==> src/rtl/hatch_loader_pkg.sv <==
// Shared types and constants for the hatch instruction-memory loader.
package hatch_loader_pkg;

   typedef enum logic [2:0] {
      IDLE,
      COUNT,
      DATA,
      CSUM,
      DONE,
      ERR
   } state_e;

   localparam int         BYTES_PER_INSN    = 6;
   localparam int         INSN_W            = 48;
   localparam logic [7:0] DEFAULT_SYNC_BYTE = 8'hA5;

endpackage

==> src/rtl/hatch_insn_assembler.sv <==
// Packs a big-endian byte stream into 48-bit instructions; word_valid_o marks the
// byte that completes a word, with word_o already holding the finished value.
module hatch_insn_assembler
   import hatch_loader_pkg::*;
(
   input  logic              clk,
   input  logic              rst_b,
   input  logic              byte_strobe_i,
   input  logic              clear_i,
   input  logic [7:0]        byte_i,
   output logic [INSN_W-1:0] word_o,
   output logic              word_valid_o
);

   localparam logic [2:0] LAST_BYTE = 3'(BYTES_PER_INSN - 1);

   logic [INSN_W-1:0] shift_q;
   logic [2:0]        cnt_q;

   assign word_o       = {shift_q[INSN_W-9:0], byte_i};
   assign word_valid_o = byte_strobe_i && !clear_i && (cnt_q == LAST_BYTE);

   // NOTE: state uses non-blocking assignments only, so every register samples pre-edge values.
   always_ff @(posedge clk) begin
      if (!rst_b || clear_i) begin
         shift_q <= '0;
         cnt_q   <= '0;
      end else if (byte_strobe_i) begin
         shift_q <= word_o;
         cnt_q   <= (cnt_q == LAST_BYTE) ? 3'd0 : cnt_q + 3'd1;
      end
   end

endmodule

==> src/rtl/hatch_loader.sv <==
// Framed byte-stream loader for the hatch instruction memory; holds the CPU in
// reset until a frame has been written and its checksum verified.
module hatch_loader
   import hatch_loader_pkg::*;
#(
   parameter logic [7:0] SYNC_BYTE      = DEFAULT_SYNC_BYTE,
   parameter int         DEPTH          = 64,
   parameter int         ADDR_W         = 6,
   parameter int         TIMEOUT_CYCLES = 1000000
) (
   input  logic              clk,
   input  logic              rst_b,
   input  logic              rx_valid,
   input  logic [7:0]        rx_data,
   output logic              rx_ready,
   output logic              mem_we,
   output logic [ADDR_W-1:0] mem_addr,
   output logic [INSN_W-1:0] mem_wdata,
   output logic              cpu_rst_b,
   output logic              load_done,
   output logic              load_err
);

   localparam int              GAP_W    = (TIMEOUT_CYCLES > 2) ? $clog2(TIMEOUT_CYCLES) : 1;
   localparam logic [GAP_W-1:0] GAP_LAST = GAP_W'(TIMEOUT_CYCLES - 1);
   localparam logic [8:0]       DEPTH_L  = 9'(DEPTH);

   state_e              state_q;
   logic                rx_ready_q;
   logic                mem_we_q;
   logic [ADDR_W-1:0]   mem_addr_q;
   logic [INSN_W-1:0]   mem_wdata_q;
   logic                cpu_rst_b_q;
   logic                load_done_q;
   logic                load_err_q;
   logic [7:0]          count_q;
   logic [7:0]          sum_q;
   logic [ADDR_W-1:0]   index_q;
   logic [GAP_W-1:0]    gap_q;

   logic                accept;
   logic                active;
   logic                timeout;
   logic [INSN_W-1:0]   asm_word;
   logic                asm_word_valid;

   assign accept  = rx_valid && rx_ready_q;
   assign active  = (state_q == COUNT) || (state_q == DATA) || (state_q == CSUM);
   // An arriving byte always beats the idle timeout on the same cycle.
   assign timeout = active && !accept && (gap_q == GAP_LAST);

   hatch_insn_assembler u_asm (
      .clk          (clk),
      .rst_b        (rst_b),
      .byte_strobe_i(accept && (state_q == DATA)),
      .clear_i      (state_q != DATA),
      .byte_i       (rx_data),
      .word_o       (asm_word),
      .word_valid_o (asm_word_valid)
   );

   always_ff @(posedge clk) begin
      if (!rst_b) begin
         state_q     <= IDLE;
         rx_ready_q  <= 1'b0;
         mem_we_q    <= 1'b0;
         mem_addr_q  <= '0;
         mem_wdata_q <= '0;
         cpu_rst_b_q <= 1'b0;
         load_done_q <= 1'b0;
         load_err_q  <= 1'b0;
         count_q     <= '0;
         sum_q       <= '0;
         index_q     <= '0;
         gap_q       <= '0;
      end else begin
         rx_ready_q <= 1'b1;
         mem_we_q   <= 1'b0;
         gap_q      <= (accept || !active) ? '0 : gap_q + 1'b1;

         if (timeout) begin
            state_q     <= ERR;
            load_err_q  <= 1'b1;
            load_done_q <= 1'b0;
            cpu_rst_b_q <= 1'b0;
         end else if (accept) begin
            unique case (state_q)
               IDLE: if (rx_data == SYNC_BYTE) state_q <= COUNT;
               COUNT: begin
                  if ((rx_data == 8'd0) || ({1'b0, rx_data} > DEPTH_L)) begin
                     state_q    <= ERR;
                     load_err_q <= 1'b1;
                  end else begin
                     count_q <= rx_data;
                     sum_q   <= rx_data;
                     index_q <= '0;
                     state_q <= DATA;
                  end
               end
               DATA: begin
                  sum_q <= sum_q + rx_data;
                  if (asm_word_valid) begin
                     mem_we_q    <= 1'b1;
                     mem_addr_q  <= index_q;
                     mem_wdata_q <= asm_word;
                     index_q     <= index_q + 1'b1;
                     if (8'(index_q) == count_q - 8'd1) state_q <= CSUM;
                  end
               end
               CSUM: begin
                  if (rx_data == sum_q) begin
                     state_q     <= DONE;
                     load_done_q <= 1'b1;
                     load_err_q  <= 1'b0;
                     cpu_rst_b_q <= 1'b1;
                  end else begin
                     state_q    <= ERR;
                     load_err_q <= 1'b1;
                  end
               end
               DONE, ERR: begin
                  if (rx_data == SYNC_BYTE) begin
                     state_q     <= COUNT;
                     cpu_rst_b_q <= 1'b0;
                     load_done_q <= 1'b0;
                     load_err_q  <= 1'b0;
                  end
               end
               default: state_q <= IDLE;
            endcase
         end
      end
   end

   assign rx_ready  = rx_ready_q;
   assign mem_we    = mem_we_q;
   assign mem_addr  = mem_addr_q;
   assign mem_wdata = mem_wdata_q;
   assign cpu_rst_b = cpu_rst_b_q;
   assign load_done = load_done_q;
   assign load_err  = load_err_q;

endmodule

==> config.mk <==
export PLATFORM = sky130hd
export DESIGN_NAME = hatch_loader
export DESIGN_NICKNAME = d
export VERILOG_FILES = /design/src/rtl/hatch_loader_pkg.sv /design/src/rtl/hatch_insn_assembler.sv /design/src/rtl/hatch_loader.sv
export SDC_FILE = /design/constraint.sdc
export NUM_CORES = 1
export LEC_CHECK = 0
export ABC_CLOCK_PERIOD_IN_PS = 3650
export BUFFER_PORTS_ARGS = -buffer_cell sky130_fd_sc_hd__buf_2
export CORE_UTILIZATION = 30
export CTS_CLUSTER_DIAMETER = 50
export DETAILED_ROUTE_END_ITERATION = 8
export MAX_ROUTING_LAYER = met4
export PLACE_DENSITY = 0.49
export SLEW_MARGIN = 20
export SYNTH_ARGS = -nofsm -noshare
export SYNTH_HDL_FRONTEND = slang
export SYNTH_HIERARCHICAL = 1
export SYNTH_SLANG_ARGS = --single-unit
==> constraint.sdc <==
create_clock -name clk -period 3.65 [get_ports clk]
set_input_delay 0.73 -clock clk [delete_from_list [all_inputs] [get_ports clk]]
set_output_delay 0.73 -clock clk [all_outputs]
set_load 0.02 [all_outputs]
==> flow_metrics.tcl, run 1 <==
set metrics [dict create \
    critical_path_class "in2reg" \
    synth_enable_flop_cells 0 \
    drt-total-wl_mm 14.97 \
    gp_congestion 0.7757 \
    seqCellArea_um2 2923 \
    worst_setup_path_end_kind "register" \
    combinationalPowerShare_pct 1.8 \
    power_switching_uw 796.0 \
    setup_violations 0 \
    area_growth_pct 16.89 \
    dr_total_vias 4821 \
    cts_setup_buffers 0 \
    grt_use_total_pct 14.73 \
    final-hold-violation-count 0 \
    die_area_um2 21380 \
    synth_flop_cell "dfxtp_1" \
    cp_slowest_cell "buf_4" \
    grt_antenna_before_repair 0 \
    remaining_drc_errors 0 \
    fin_cells 1050 \
    finClkSkew_ns 0.01271 \
    syn_inst 719 \
    syn_nets 741 \
    vias_per_cell 4.591 \
    status "finished, final reports clean" \
    antenna_cells 0 \
    cts_num_sinks 146 \
    drive_gt1_share_pct 16.67 \
    switching_share_pct 23.04 \
    post-route-period-util_pct 68.75 \
    worstPathBufferInverterCount 4 \
    ys_types 57 \
    ys_seq_elements 146 \
    yosysWarnings 6 \
    ir_drop_mv 0.2986 \
    netlist_area_um2 6238 \
    leakage_uw 0.002551 \
    cts_max_level 4 \
    synth_xor_area_share_pct 5.195 \
    crit_chain "buf_2 > and2_0 > nand2_1 > inv_2 > buf_4 > nand2_2 > buf_4 > nand2_1 > a21oi_1" \
    async_reset_ff_share_pct 0 \
    die_y_um 146.2 \
    relSlewSlack_pct 41.45 \
    cpPeakStageDelay_ns 0.66 \
    clkTransAtPathRegs_ns 0.06 \
    std_cell_rows 52 \
    max_freq_mhz 398.5 \
    dp.cells 1018 \
    cp_max_fo 51 \
    start_util_pct 30.73 \
    fin_tns_setup_ns 0 \
    worstSkewPairLatency_ns 0.42 \
    detailed_place_hpwl_mm 9.914 \
    first_pass_iters 5 \
    die-width_um 146.2 \
    finish.utilization_pct 35.92 \
    arrival_ns 2.78 \
    cts_root_buf "clkbuf_16" \
    worstMarginPinSlew_ns 0.8782 \
    place.port_buffers 69 \
    ctsResizeCount 0 \
    synth_top_family_by_area "simple AND/OR/NAND/NOR gates" \
    rsz0062_at_grt "no" \
    period_minus_slack_ns 2.510 \
    grt_overflow 0 \
    hold_class "reg2reg" \
    muxShareOfSynthArea_pct 6.739 \
    finalMaxSlewViolations 0 \
    synth_top_area_cell "dfxtp_1" \
    clockPowerShare_pct 52.1 \
    power_frac_seq_pct 46.1 \
    cts_buffer_depth 2 \
    core_um2 20300 \
    cp.required_ns 3.92 \
    intPower_uw 2659 \
    cts_buffers 17 \
    num_io_pins 70 \
    ant_nets 0 \
    synthAdderAreaFrac_pct 2.327 \
    grt_pass1_wl_mm 24.36 \
    avgSynthCellArea_um2 8.677 \
    yosys.area_share.simple_pct 21.84 \
    p_total_uw 3455 \
    grt_max_degree 55 \
    synth_compound_area_share_pct 11.23 \
    wl_per_cell_um 14.26 \
    powerDensity_nw_per_um2 473.9 \
    synth_top_area_share_pct 46.85 \
    cp-start-kind "input pin" \
    multi_input_area_um2 2957 \
    initialDrtViolationCount 270 \
    seq_area_frac_synth_pct 46.85 \
    final.fill_count 2146 \
    max_cap_viol_count 0 \
    final_nets 789 \
    ys_top_cells_by_area "dfxtp_1 (47%), nand2_1 (9.3%), mux2i_1 (6.7%)" \
    grt_pass1_vias 4495 \
    crit_family "buffers and inverters" \
    hold_buffers 0 \
    cts_tree "done" \
]
## cell families (layout without fill, tap and decap cells)
family,after synthesis,after routing
and+or+nand+nor,307,307
DFF,146,146
xor gates and xnor gates,37,37
muxes,42,42
AOI/OAI and AO/OA,117,117
buffers and inverters,59,120
adders and majority gates,11,11
## cells in the mapped netlist, types with 2 or more instances
library cell  count
a21oi_1          77
nand2_1         155
buf_2            13
a21oi_2           2
nor2_1           88
and3_1            4
nand3b_1          2
o21ai_1           5
buf_6             3
buf_12            4
a31oi_1           4
buf_4            10
o2111ai_1         2
nand3_1          20
nand4_1           4
a311oi_2          3
clkbuf_1         16
o211ai_1          3
o21bai_1          2
inv_2             3
mux2i_1          42
or3_1             3
ha_1             10
nand4b_1          2
or3_4             2
nor3_1            8
o21ai_0           6
o21ai_2           3
dfxtp_1         146
nor4_1            4
inv_1            10
xnor2_1          18
a21bo_1           2
xor2_1           19
or4b_1            2
## layout by cell type, fill, tap and decap left out, types with 5 or more instances in the layout
cell type  netlist  layout
buf_2           13      69
xnor2_1         18      18
o21ai_1          5       5
ha_1            10      10
clkbuf_16        0      17
nor3_1           8       8
nand2_1        155     154
nand3_1         20      20
inv_1           10      10
mux2i_1         42      42
nor2_1          88      88
xor2_1          19      19
o21ai_0          6       6
a21oi_1         77      77
dfxtp_1        146     146
## routing by layer
metal / track usage, % / share of wire [%]
met5: - / 0
met2: 21.71 / 44
met1: 20.04 / 51
met3: 2.906 / 3.6
met4: 4.896 / 1.3
## sequential cells by signal, summed over array words and instances (netlist names)
signal and cells:
mem_we 1, sum_q 8, state_q 3, rx_ready 1, u_asm/cnt_q 3, load_done 1, load_err 1, mem_addr 6
index_q 6, mem_wdata 48, gap_q 20, u_asm/shift_q 40, count_q 8
## cell type report
type                    instances  area share, %
flip-flops and latches        146          40.08
inverters                      13         0.6692
multi-input cells             514          40.55
repair buffers                 75          5.697
clock inverters                14          2.351
clock buffers                  18          6.023
well taps                     270          4.633
## power groups by stage
stage / combinational (µW) / sequential [µW] / clock (µW)
6_report: 61.9 / 1590 / 1800
3_3_place_gp: 62.3 / 1630 / 0
4_1_cts: 62.3 / 1590 / 1850
5_1_grt: 67.7 / 1590 / 1920
3_5_place_dp: 62.2 / 1630 / 0
2_1_floorplan: 38.2 / 1630 / 0
## tightest hold or removal path, delay by kind of cell (launching register included)
kind               cells  cell delay [ns]
and+or+nand+nor        1             0.05
AOI/OAI and AO/OA      1             0.05
DFF                    1             0.30
## metrics by stage
stage	setup WS, ns	cell area [µm²]	hold slack, ns
2_1_floorplan	1.003	6238	0.4297
3_3_place_gp	0.6851	6681	0.4417
3_5_place_dp	0.6836	6681	0.4441
4_1_cts	1.116	7292	0.4523
5_1_grt	0.9155	7292	0.4663
6_report	1.141	7292	0.4499
## path summary, 6_finish.rpt
| check | depth (start not counted) | from | end | slack (ns) |
|---|---|---|---|---|
| setup / recovery | 9 | rx_valid | mem_wdata[15]$_SDFFE_PN0P_ | 1.14 |
| setup reg to reg | 8 | state_q[1]$_SDFFE_PP0P_ | mem_wdata[15]$_SDFFE_PN0P_ | 1.14 |
| hold / removal | 2 | mem_addr[0]$_SDFFE_PN0P_ | mem_addr[0]$_SDFFE_PN0P_ | 0.45 |
| hold reg to reg | 2 | mem_addr[0]$_SDFFE_PN0P_ | mem_addr[0]$_SDFFE_PN0P_ | 0.45 |
(Power assumes the default switching activity.)
==> run 2: changes to the inputs <==
--- a/config.mk
+++ b/config.mk
@@ -5,7 +5,7 @@
 export SDC_FILE = /design/constraint.sdc
 export NUM_CORES = 1
 export LEC_CHECK = 0
-export ABC_CLOCK_PERIOD_IN_PS = 3650
+export ABC_CLOCK_PERIOD_IN_PS = 2400
 export BUFFER_PORTS_ARGS = -buffer_cell sky130_fd_sc_hd__buf_2
 export CORE_UTILIZATION = 30
 export CTS_CLUSTER_DIAMETER = 50
==> constraint.sdc (replaced) <==
create_clock -name clk -period 2.4 [get_ports clk]
set_input_delay 0.48 -clock clk [delete_from_list [all_inputs] [get_ports clk]]
set_output_delay 0.48 -clock clk [all_outputs]
set_load 0.02 [all_outputs]
==> run 2 against run 1 <==
Critical endpoint is now mem_wdata[43]$_SDFFE_PN0P_. Cell count increased by 1.8%. Worst hold slack got worse by 0.11 ns. Combinational power increased by 71%. Wire length increased by 1.5%. Setup slack got worse by 0.80 ns. Sequential power increased by 52%. Clock power increased by 42%. Global-route usage increased by 0.53 points. Sequential cell count unchanged.
==> flow_metrics.tcl, run 2 (same netlist as run 1, synthesis figures left out) <==
set metrics [dict create \
    hold_depth 3 \
    cts_root_buf "clkbuf_16" \
    grt_max_degree 52 \
    endpoint "mem_wdata[43]$_SDFFE_PN0P_" \
    antenna_cells 0 \
    worstSkewPairLatency_ns 0.43 \
    start_util_pct 30.73 \
    cts_num_sinks 146 \
    drive_gt1_share_pct 18.65 \
    die-width_um 146.2 \
    core_um2 20300 \
    finClkSkew_ns 0.01196 \
    wl_per_cell_um 14.21 \
    vias_per_cell 4.584 \
    grt_pass1_vias 4704 \
    dpl_cell_area_um2 6857 \
    grt_antenna_before_repair 0 \
    power_switching_uw 1171 \
    rr_worst_depth 8 \
    crit_start "state_q[0]$_SDFFE_PN0P_" \
    power_frac_seq_pct 47.6 \
    critical_path_class "reg2reg" \
    first_pass_iters 4 \
    ir_drop_mv 0.4186 \
    cts_max_level 4 \
    grt_overflow 0 \
    switching_share_pct 23.00 \
    crit_chain "nor3b_2 > buf_4 > inv_2 > nor2_1 > and3_2 > buf_4 > nand2_1 > a21oi_1" \
    intPower_uw 3919 \
    arrival_ns 2.41 \
    cp_common_cell "buf_4" \
    place.port_buffers 69 \
    final_nets 809 \
    fin_area_um2 7423 \
    area_growth_pct 18.99 \
    leakage_uw 0.002624 \
    cts_setup_buffers 0 \
    regToRegEndpoint "mem_wdata[43]$_SDFFE_PN0P_" \
    relSlewSlack_pct 62.38 \
    clkTransAtPathRegs_ns 0.06 \
    largest_reg_flops 48 \
    final-hold-violation-count 0 \
    cp.required_ns 2.75 \
    cts_buffer_depth 2 \
    cts_buffers 17 \
    initialDrtViolationCount 311 \
    num_io_pins 70 \
    setup_violations 0 \
    die_area_um2 21380 \
    cts_tree "done" \
    cp_max_fo 19 \
    cp-start-kind "register" \
    hold_class "in2reg" \
    std_cell_rows 52 \
    worst_setup_path_end_kind "register" \
    combinationalPowerShare_pct 2.1 \
    final_cell_mix "nand2_1 (154), dfxtp_1 (146), nor2_1 (88), a21oi_1 (77), buf_2 (69)" \
    dr_total_vias 4900 \
    reg2reg_from "state_q[0]$_SDFFE_PN0P_" \
    gp_congestion 0.8619 \
    remaining_drc_errors 0 \
    worstMarginPinSlew_ns 0.5635 \
    rsz0062_at_grt "no" \
    max_cap_viol_count 0 \
    drt-total-wl_mm 15.19 \
    fin_tns_setup_ns 0 \
    post-route-period-util_pct 85.62 \
    ant_nets 0 \
    max_freq_mhz 486.6 \
    grt_use_total_pct 15.26 \
    layout_commonest_cell "nand2_1" \
    rrSetupSlack_ns 0.35 \
    period_minus_slack_ns 2.055 \
    clockPowerShare_pct 50.3 \
    finalMaxSlewViolations 0 \
    cpPeakStageDelay_ns 0.38 \
    powerDensity_nw_per_um2 685.6 \
    grt_pass1_wl_mm 24.99 \
    status "finished, final reports clean" \
    detailed_place_hpwl_mm 10.40 \
    die_y_um 146.2 \
    hold_buffers 0 \
    cp_slowest_cell "and3_2" \
    ctsResizeCount 0 \
]
run 2: changes by cell type in the layout (fill, tap and decap cells not counted), sizes merged:
cell / previous run / this run
buf: 75 / 95
bufinv: 2 / 1
clkinv: 4 / 2
clkinvlp: 2 / 6
inv: 19 / 17
run 2: routing by layer:
layer  GRT usage, %  share of wire (%)
met2          23.05                 46
met5              -                  0
met1          19.75                 50
met4          6.615               0.76
met3          3.000                2.7
run 2: through the flow:
stage | util [%] | hold slack, ns | std cells | setup WS (ns) | total power, µW
floorplan | - | 0.4297 | 719 | 0.002857 | 2538
global placement | 33.78 | 0.4402 | 1038 | 0.1149 | 2587
detailed placement | 33.78 | 0.4435 | 1038 | 0.03455 | 2586
CTS | 36.57 | 0.3245 | 1069 | 0.3229 | 5161
global route | 36.57 | 0.3440 | 1069 | 0.1756 | 5283
finish | 36.57 | 0.3423 | 1069 | 0.3450 | 5089
run 2: power by group through the flow:
stage	Clock, µW	Combinational, µW	Sequential [µW]
final	2560	106	2420
after global routing	2740	117	2420
after CTS	2630	108	2420
after detailed placement	0	107	2480
after global placement	0	109	2480
after floorplan	0	58.0	2480
run 2: worst min-delay path by stage:
stage / start / slack, ns / endpoint
3_5_place_dp: mem_addr[2]$_SDFFE_PN0P_ / 0.44 / mem_addr[2]$_SDFFE_PN0P_
4_1_cts: rx_data[3] / 0.32 / mem_wdata[3]$_SDFFE_PN0P_
3_3_place_gp: mem_wdata[18]$_SDFFE_PN0P_ / 0.44 / mem_wdata[18]$_SDFFE_PN0P_
5_1_grt: rx_data[3] / 0.34 / mem_wdata[3]$_SDFFE_PN0P_
2_1_floorplan: gap_q[0]$_SDFF_PP0_ / 0.43 / gap_q[0]$_SDFF_PP0_
6_report: rx_data[3] / 0.34 / mem_wdata[3]$_SDFFE_PN0P_
run 2: area by class of cell:
cell class              count  area [µm²]
fillers                  2141       12880
clock inverters            13       127.6
multi-input cells         514        2957
inverters                  13       48.80
well taps                 270       337.8
flip-flops and latches    146        2923
clock buffers              18       439.2
repair buffers             95       590.6
run 2: worst max-delay path: cells and delay by family (launching register included):
family / cells / cell delay [ns]
simple gates: 4 / 0.87
buf+inv: 3 / 0.63
compound gates: 1 / 0.12
flops: 1 / 0.37
